==> config.mk <==
export PLATFORM = sky130hd
export DESIGN_NAME = iir_lowpass_mc
export DESIGN_NICKNAME = d
export VERILOG_FILES = /design/src/rtl/iir_lowpass_mc.sv
export SDC_FILE = /design/constraint.sdc
export NUM_CORES = 1
export LEC_CHECK = 0
export BUFFER_PORTS_ARGS = -buffer_cell sky130_fd_sc_hd__buf_2
export CAP_MARGIN = 20
export CORE_MARGIN = 4
export CORE_UTILIZATION = 57
export DETAILED_ROUTE_END_ITERATION = 8
export PLACE_DENSITY = 0.73
export SETUP_SLACK_MARGIN = 0.02
export SYNTH_ARGS = -nofsm -noshare
export SYNTH_HDL_FRONTEND = slang
export SYNTH_SLANG_ARGS = --single-unit
==> constraint.sdc <==
create_clock -name AUDIO_CLK -period 10.6 [get_ports AUDIO_CLK]
set_input_delay 0.53 -clock AUDIO_CLK [delete_from_list [all_inputs] [get_ports AUDIO_CLK]]
set_output_delay 0.53 -clock AUDIO_CLK [all_outputs]
set_load 0.02 [all_outputs]
==> src/rtl/iir_lowpass_mc.sv <==
// Multi-channel first-order IIR low-pass, y += alpha*(x - y), one shared multiplier, one channel per cycle.
// Optional high-pass residual output on hp_data when IIR_LPF_HPF_OUT_EN is defined.
module iir_lowpass_mc #(
    parameter int NUM_CH = 2,
    parameter int DATA_W = 16,
    parameter int COEF_W = 8
) (
    input  logic                     AUDIO_CLK,
    input  logic                     rst,
    input  logic                     clear,
    input  logic [COEF_W-1:0]        coef,
    input  logic                     in_valid,
    output logic                     in_ready,
    input  logic [NUM_CH*DATA_W-1:0] in_data,
    output logic                     out_valid,
    input  logic                     out_ready,
    output logic [NUM_CH*DATA_W-1:0] out_data
`ifdef IIR_LPF_HPF_OUT_EN
    ,
    output logic [NUM_CH*DATA_W-1:0] hp_data
`endif
);

    localparam int LANE_W = (NUM_CH > 1) ? $clog2(NUM_CH) : 1;
    localparam int K_W    = $clog2(NUM_CH + 1);
    localparam int P_W    = DATA_W + COEF_W + 2;
    localparam logic [K_W-1:0]        K_LAST = K_W'(NUM_CH);
    localparam logic signed [P_W-1:0] RND    = P_W'(1) << (COEF_W - 1);

    typedef enum logic [1:0] {IDLE, CALC, HOLD} state_t;

    state_t                     state_reg;
    logic [K_W-1:0]             k_reg;
    logic [NUM_CH*DATA_W-1:0]   x_reg;
    logic [COEF_W-1:0]          coef_reg;
    logic                       out_valid_reg;

    // History lives in a RAM; clear/reset invalidate it through per-channel valid bits.
    logic signed [DATA_W-1:0]   y_mem [NUM_CH];
    logic [NUM_CH-1:0]          hist_vld_reg;
    logic signed [DATA_W-1:0]   y_rd_reg;
    logic                       y_vld_reg;
    logic                       rd_en_reg;
    logic [LANE_W-1:0]          rd_lane_reg;

    logic signed [DATA_W-1:0]   out_lane_reg [NUM_CH];
    logic signed [DATA_W-1:0]   x_lane [NUM_CH];

    logic signed [DATA_W-1:0]   y_cur;
    logic signed [DATA_W-1:0]   x_cur;
    logic signed [DATA_W:0]     d;
    logic signed [P_W-1:0]      p;
    logic signed [P_W-1:0]      p_rnd;
    logic signed [DATA_W-1:0]   y_new;

    // Channel 0 occupies the most significant lane.
    genvar gi;
    generate
        for (gi = 0; gi < NUM_CH; gi++) begin : g_lane
            assign x_lane[gi] = x_reg[(NUM_CH-1-gi)*DATA_W +: DATA_W];
            assign out_data[(NUM_CH-1-gi)*DATA_W +: DATA_W] = out_lane_reg[gi];
        end
    endgenerate

    assign in_ready  = (state_reg == IDLE) && !clear;
    assign out_valid = out_valid_reg;

    always_comb begin
        y_cur = y_vld_reg ? y_rd_reg : '0;
        x_cur = x_lane[rd_lane_reg];
        d     = {x_cur[DATA_W-1], x_cur} - {y_cur[DATA_W-1], y_cur};
        p     = d * $signed({1'b0, coef_reg});
        p_rnd = p + RND;
        // Result lies between y and x, so dropping the upper bits never wraps.
        y_new = DATA_W'((p_rnd >>> COEF_W) + P_W'(y_cur));
    end

`ifdef IIR_LPF_HPF_OUT_EN
    localparam logic signed [DATA_W-1:0] HP_MAX = {1'b0, {(DATA_W-1){1'b1}}};
    localparam logic signed [DATA_W-1:0] HP_MIN = {1'b1, {(DATA_W-1){1'b0}}};

    logic signed [DATA_W-1:0] hp_sat;
    logic signed [DATA_W-1:0] hp_lane_reg [NUM_CH];

    always_comb begin
        hp_sat = d[DATA_W-1:0];
        if (d[DATA_W] != d[DATA_W-1]) begin
            hp_sat = d[DATA_W] ? HP_MIN : HP_MAX;
        end
    end

    generate
        for (gi = 0; gi < NUM_CH; gi++) begin : g_hp_lane
            assign hp_data[(NUM_CH-1-gi)*DATA_W +: DATA_W] = hp_lane_reg[gi];
        end
    endgenerate

    always_ff @(posedge AUDIO_CLK) begin
        if (rst) begin
            for (int i = 0; i < NUM_CH; i++) begin
                hp_lane_reg[i] <= '0;
            end
        end else if (!clear && rd_en_reg) begin
            hp_lane_reg[rd_lane_reg] <= hp_sat;
        end
    end
`endif

    always_ff @(posedge AUDIO_CLK) begin
        y_rd_reg <= y_mem[k_reg[LANE_W-1:0]];
    end

    always_ff @(posedge AUDIO_CLK) begin
        if (!rst && !clear && rd_en_reg) begin
            y_mem[rd_lane_reg] <= y_new;
        end
    end

    always_ff @(posedge AUDIO_CLK) begin
        if (rst || clear) begin
            state_reg     <= IDLE;
            k_reg         <= '0;
            out_valid_reg <= 1'b0;
            hist_vld_reg  <= '0;
            rd_en_reg     <= 1'b0;
            y_vld_reg     <= 1'b0;
            rd_lane_reg   <= '0;
            if (rst) begin
                x_reg    <= '0;
                coef_reg <= '0;
                for (int i = 0; i < NUM_CH; i++) begin
                    out_lane_reg[i] <= '0;
                end
            end
        end else begin
            case (state_reg)
                IDLE: begin
                    if (in_valid) begin
                        x_reg     <= in_data;
                        coef_reg  <= coef;
                        k_reg     <= '0;
                        state_reg <= CALC;
                    end
                end
                CALC: begin
                    // Read of channel k overlaps the write-back of channel k-1.
                    if (k_reg < K_LAST) begin
                        rd_en_reg   <= 1'b1;
                        rd_lane_reg <= k_reg[LANE_W-1:0];
                        y_vld_reg   <= hist_vld_reg[k_reg[LANE_W-1:0]];
                    end else begin
                        rd_en_reg     <= 1'b0;
                        state_reg     <= HOLD;
                        out_valid_reg <= 1'b1;
                    end
                    k_reg <= k_reg + K_W'(1);
                end
                HOLD: begin
                    if (out_ready) begin
                        state_reg     <= IDLE;
                        out_valid_reg <= 1'b0;
                    end
                end
                default: state_reg <= IDLE;
            endcase
            if (rd_en_reg) begin
                out_lane_reg[rd_lane_reg] <= y_new;
                hist_vld_reg[rd_lane_reg] <= 1'b1;
            end
        end
    end

endmodule
==> reports/results.txt <==
The flow ran to the end, and the final reports show no timing, DRC or antenna violations. The setup path with the least slack is of type flip-flop to flip-flop. In this run the worst hold path is classified as input pin to flip-flop. In this run, the number of DRC markers left after iteration 0 of detailed routing was 377. The number of cells traversed by the worst register-to-register path came out at 36.

The die is 145 µm tall. The via count of the first global-routing pass was 7424; the number of buffers added for setup after CTS was 0. Number of cells produced by synthesis: 1023. The final route contains 7195 vias. The tools report the initial antenna violation count as 0. The areal power density over the cells works out to 305 nW/µm². The post-route netlist has 14.7% of its cells at a drive strength greater than 1. The setup check on the worst reg-to-reg path leaves a slack of 890 ps.

The most instantiated flip-flop cell in the synthesis netlist was sky130_fd_sc_hd__edfxtp_1. Slowest cell on the critical path: sky130_fd_sc_hd__fa_1. The kind of end point of the critical path is a flip-flop. Across every metal layer, demand over resource in global routing totals 22.2%. By area the synthesized netlist is led by sky130_fd_sc_hd__edfxtp_1, sky130_fd_sc_hd__fa_1, sky130_fd_sc_hd__ha_1, sky130_fd_sc_hd__and2_1, sky130_fd_sc_hd__dfxtp_1.

The layout-stage area growth over the synthesis result is 11.4%. The floorplan row count was 49; the final count of pins violating max slew was 0. The routed design has 21.6 mm of wire. For the worst-skew pair, the clock arrives at the later sink with an insertion delay of 420 ps. The final net count was 1336; the standard cell core area was 18200 µm². Total placed instance area: 11300 µm². Combined area of all synthesized cells: 10700 µm². The synthesized design contains 130 register bits.

The global-route wire length before repair is 36.5 mm. The tools report the number of filler instances in the final layout as 1447. For the worst setup path, the data required time is 10750 ps. During synthesis, Yosys emitted a total of 0 warnings.

In this run the static leakage power is 5.60 nW. The remaining antenna violation count was 0; the number of synthesized flops with an enable pin was 104. 79 I/O pins were placed.

Setup repair after global routing left no endpoint under its margin. At the pin with the least slew margin, the transition time is 1050 ps. The number of nets in the synthesized netlist is 1259.

Clock buffer count from CTS: 17. In this run the clock root is driven by a sky130_fd_sc_hd__clkbuf_16. Summed over its instances, the top area cell type makes up 29.2% of the synthesized netlist area. Dividing the detail-routed via count by the number of cells gives 5.36.

For the post-layout instance area, the log shows 11900 µm². Data on the critical path arrives at its endpoint at 9870 ps. The total overflow left after global routing is 0.

The number of placed instances, taps included, is 1310. The final routed wire length divided by cell count is 16.1 µm, and the number of levels in the clock H-tree is 4. Maximum fanout encountered on the critical timing path: 12.

sky130_fd_sc_hd__edfxtp_1 takes more of the synthesized area than any other cell. The tools report the post-cts repair resize count as 0. The die is 145 µm wide. The share of synthesized registers carrying an async set or reset is 0%. The total power is 0.00363 W, and the number of clock sinks is 130. The count of maximum capacitance violations is 0. The number of hold buffers added after CTS came out at 0. In this design, the stage delay of the slowest critical-path cell is 570 ps. The worst hold path begins at coef[0]. Measured against its own limit, the worst slew margin works out to 29.6%.

0 antenna diodes ended up in the layout. The most frequent cell on the critical path was sky130_fd_sc_hd__fa_1. Area taken by flip-flops and latches: 3640 µm². The weighted congestion at the end of routability-driven global placement is 0.865, and the DRC violation count after routing is 0. For this configuration, the core starts out at a cell density of 58.7%.

The number of different library cells used by synthesis comes to 59. The endpoint identified for the worst register-to-register timing path is out_lane_reg[0][14]$_SDFFCE_PN0P_. Startpoint class of the critical path: a flip-flop. The number of setup violations in the final report is 0, and the non-filler instance count after layout is 1342.

In this run the deepest clock path goes through 2 buffers. Counting instances, the worst hold path has a depth of 2. After layout, the minimum clock period comes to 9710 ps.

In this run the tool buffered the top-level ports with 78 buffer cells. For this run, the register share of the synthesized area comes to 34.1%. The area of the die came out at 21000 µm². TritonCTS built the clock tree. In this run the mean area of a mapped cell was 10.4 µm². The final total negative setup slack was 0 ps; the clock transition time at the flip-flop clock pins of the worst setup and hold paths was 70 ps. For this run, the detailed router's first-pass iteration total came to 5.

IR analysis of the VDD net gives a maximum drop of 0.215 mV. Timing would allow up to 103 MHz. The HPWL after detailed placement is 16.9 mm. Launching point of the worst reg2reg path: y_vld_reg$_SDFFE_PN0P_. In the final layout, the multi-input gates occupy 6440 µm². Entering global routing, the biggest net connects 41 pins.

Hold timing on the final database bottoms out at a slack of 381 ps. Across the routed clock network, the largest skew measured is 11.2 ps. The post-route fraction of the period consumed by the critical path works out to 91.6%.

For the final-report hold violation count, the log shows 0. The worst hold path endpoint was coef_reg[0]$_SDFFCE_PN0P_.
[power by group]
part           total (W)  internal, W  switching (W)
combinational    0.00232     0.000881        0.00144
sequential      0.000726     0.000707      0.0000190
clock           0.000583     0.000343       0.000239
total            0.00363      0.00193        0.00169
[Yosys cell counts (2+ instances only)]
library cell and count:
sky130_fd_sc_hd__o21ai_1 2, sky130_fd_sc_hd__ha_1 88, sky130_fd_sc_hd__fa_1 103, sky130_fd_sc_hd__nor2b_1 10, sky130_fd_sc_hd__xnor2_1 29, sky130_fd_sc_hd__a31oi_1 6, sky130_fd_sc_hd__a211oi_1 4, sky130_fd_sc_hd__nand3_1 15
sky130_fd_sc_hd__nand3b_1 5, sky130_fd_sc_hd__a21oi_1 27, sky130_fd_sc_hd__or3_1 2, sky130_fd_sc_hd__mux2i_1 5, sky130_fd_sc_hd__o211ai_1 4, sky130_fd_sc_hd__or2_2 5, sky130_fd_sc_hd__a21o_1 10, sky130_fd_sc_hd__a21boi_0 2
sky130_fd_sc_hd__clkbuf_1 20, sky130_fd_sc_hd__o21a_1 5, sky130_fd_sc_hd__nand2b_1 8, sky130_fd_sc_hd__xor2_1 15, sky130_fd_sc_hd__mux2_2 30, sky130_fd_sc_hd__dfxtp_1 26, sky130_fd_sc_hd__and2_1 99, sky130_fd_sc_hd__edfxtp_1 104
sky130_fd_sc_hd__buf_2 3, sky130_fd_sc_hd__nand2_1 124, sky130_fd_sc_hd__nor2_1 75, sky130_fd_sc_hd__buf_1 3, sky130_fd_sc_hd__o22ai_1 3, sky130_fd_sc_hd__inv_1 132, sky130_fd_sc_hd__a311oi_1 4, sky130_fd_sc_hd__nor3_1 13
sky130_fd_sc_hd__o21ai_0 13, sky130_fd_sc_hd__and3_1 4
[critical path, delay by kind of cell, from the launching register on]
family / cells / cell delay [ps]
xor gates and xnor gates: 3 / 690
DFF: 1 / 550
AOI/OAI and AO/OA: 13 / 3130
and+or+nand+nor: 6 / 830
adders and majority gates: 9 / 3800
buffers and inverters: 5 / 450
[how the worst max path moves through the flow]
stage,slack [ps],to,start
finish,890,out_lane_reg[0][14]$_SDFFCE_PN0P_,y_vld_reg$_SDFFE_PN0P_
global route,290,out_lane_reg[0][14]$_SDFFCE_PN0P_,y_vld_reg$_SDFFE_PN0P_
CTS,980,out_lane_reg[0][14]$_SDFFCE_PN0P_,y_vld_reg$_SDFFE_PN0P_
detailed placement,1060,y_mem[0][15]$_DFFE_PP_,y_vld_reg$_SDFFE_PN0P_
global placement,1340,y_mem[0][15]$_DFFE_PP_,y_vld_reg$_SDFFE_PN0P_
floorplan,1570,out_lane_reg[0][15]$_SDFFCE_PN0P_,rd_lane_reg$_SDFFE_PN0P_
[per-layer routing]
| metal | routed length [µm] | GRT usage, % | up-vias |
|---|---|---|---|
| met2 | 10900 | 38.5 | 159 |
| met1 | 9720 | 29.9 | 3499 |
| met4 | 236 | 5.15 | 0 |
| met5 | 0 | 0 | - |
| li1 | - | - | 3514 |
| met3 | 814 | 2.76 | 23 |
[placed cells by master, fill, tap and decap left out, drive strengths merged, types with 6 or more instances in the layout]
cell,count
a21o,11
o21ai,15
xnor2,29
a31oi,7
nor2,75
nor3,13
buf,84
ha,88
a21oi,27
clkbuf,18
fa,103
and2,99
o21a,6
inv,141
mux2,30
nand3,15
nand2,124
nor2b,10
edfxtp,104
nand2b,8
dfxtp,26
xor2,15
[layout make-up]
type,instances,share of cell area [%]
inverters,132,4.16
clock buffers,18,3.79
well taps,229,2.41
multi-input cells,735,54.2
clock inverters,14,1.15
flip-flops and latches,130,30.6
repair buffers,84,3.72
[kinds of logic after synthesis]
kind of cell | count (synthesis) | synth area share (%)
AO/OA/AOI/OAI | 97 | 6.36
adder cells (fa/ha/maj) | 191 | 29.6
multiplexers | 35 | 3.63
XOR/XNOR | 45 | 3.82
flip-flops | 130 | 34.1
buffers and inverters | 158 | 5.59
AND/OR/NAND/NOR | 367 | 16.9
[stage by stage]
stage	util (%)	setup slack, ps
floorplan	-	1570
global placement	62.0	1340
detailed placement	62.1	1060
CTS	65.3	981
global route	65.3	288
finish	65.3	888
Power figures use the tool's default switching activity.
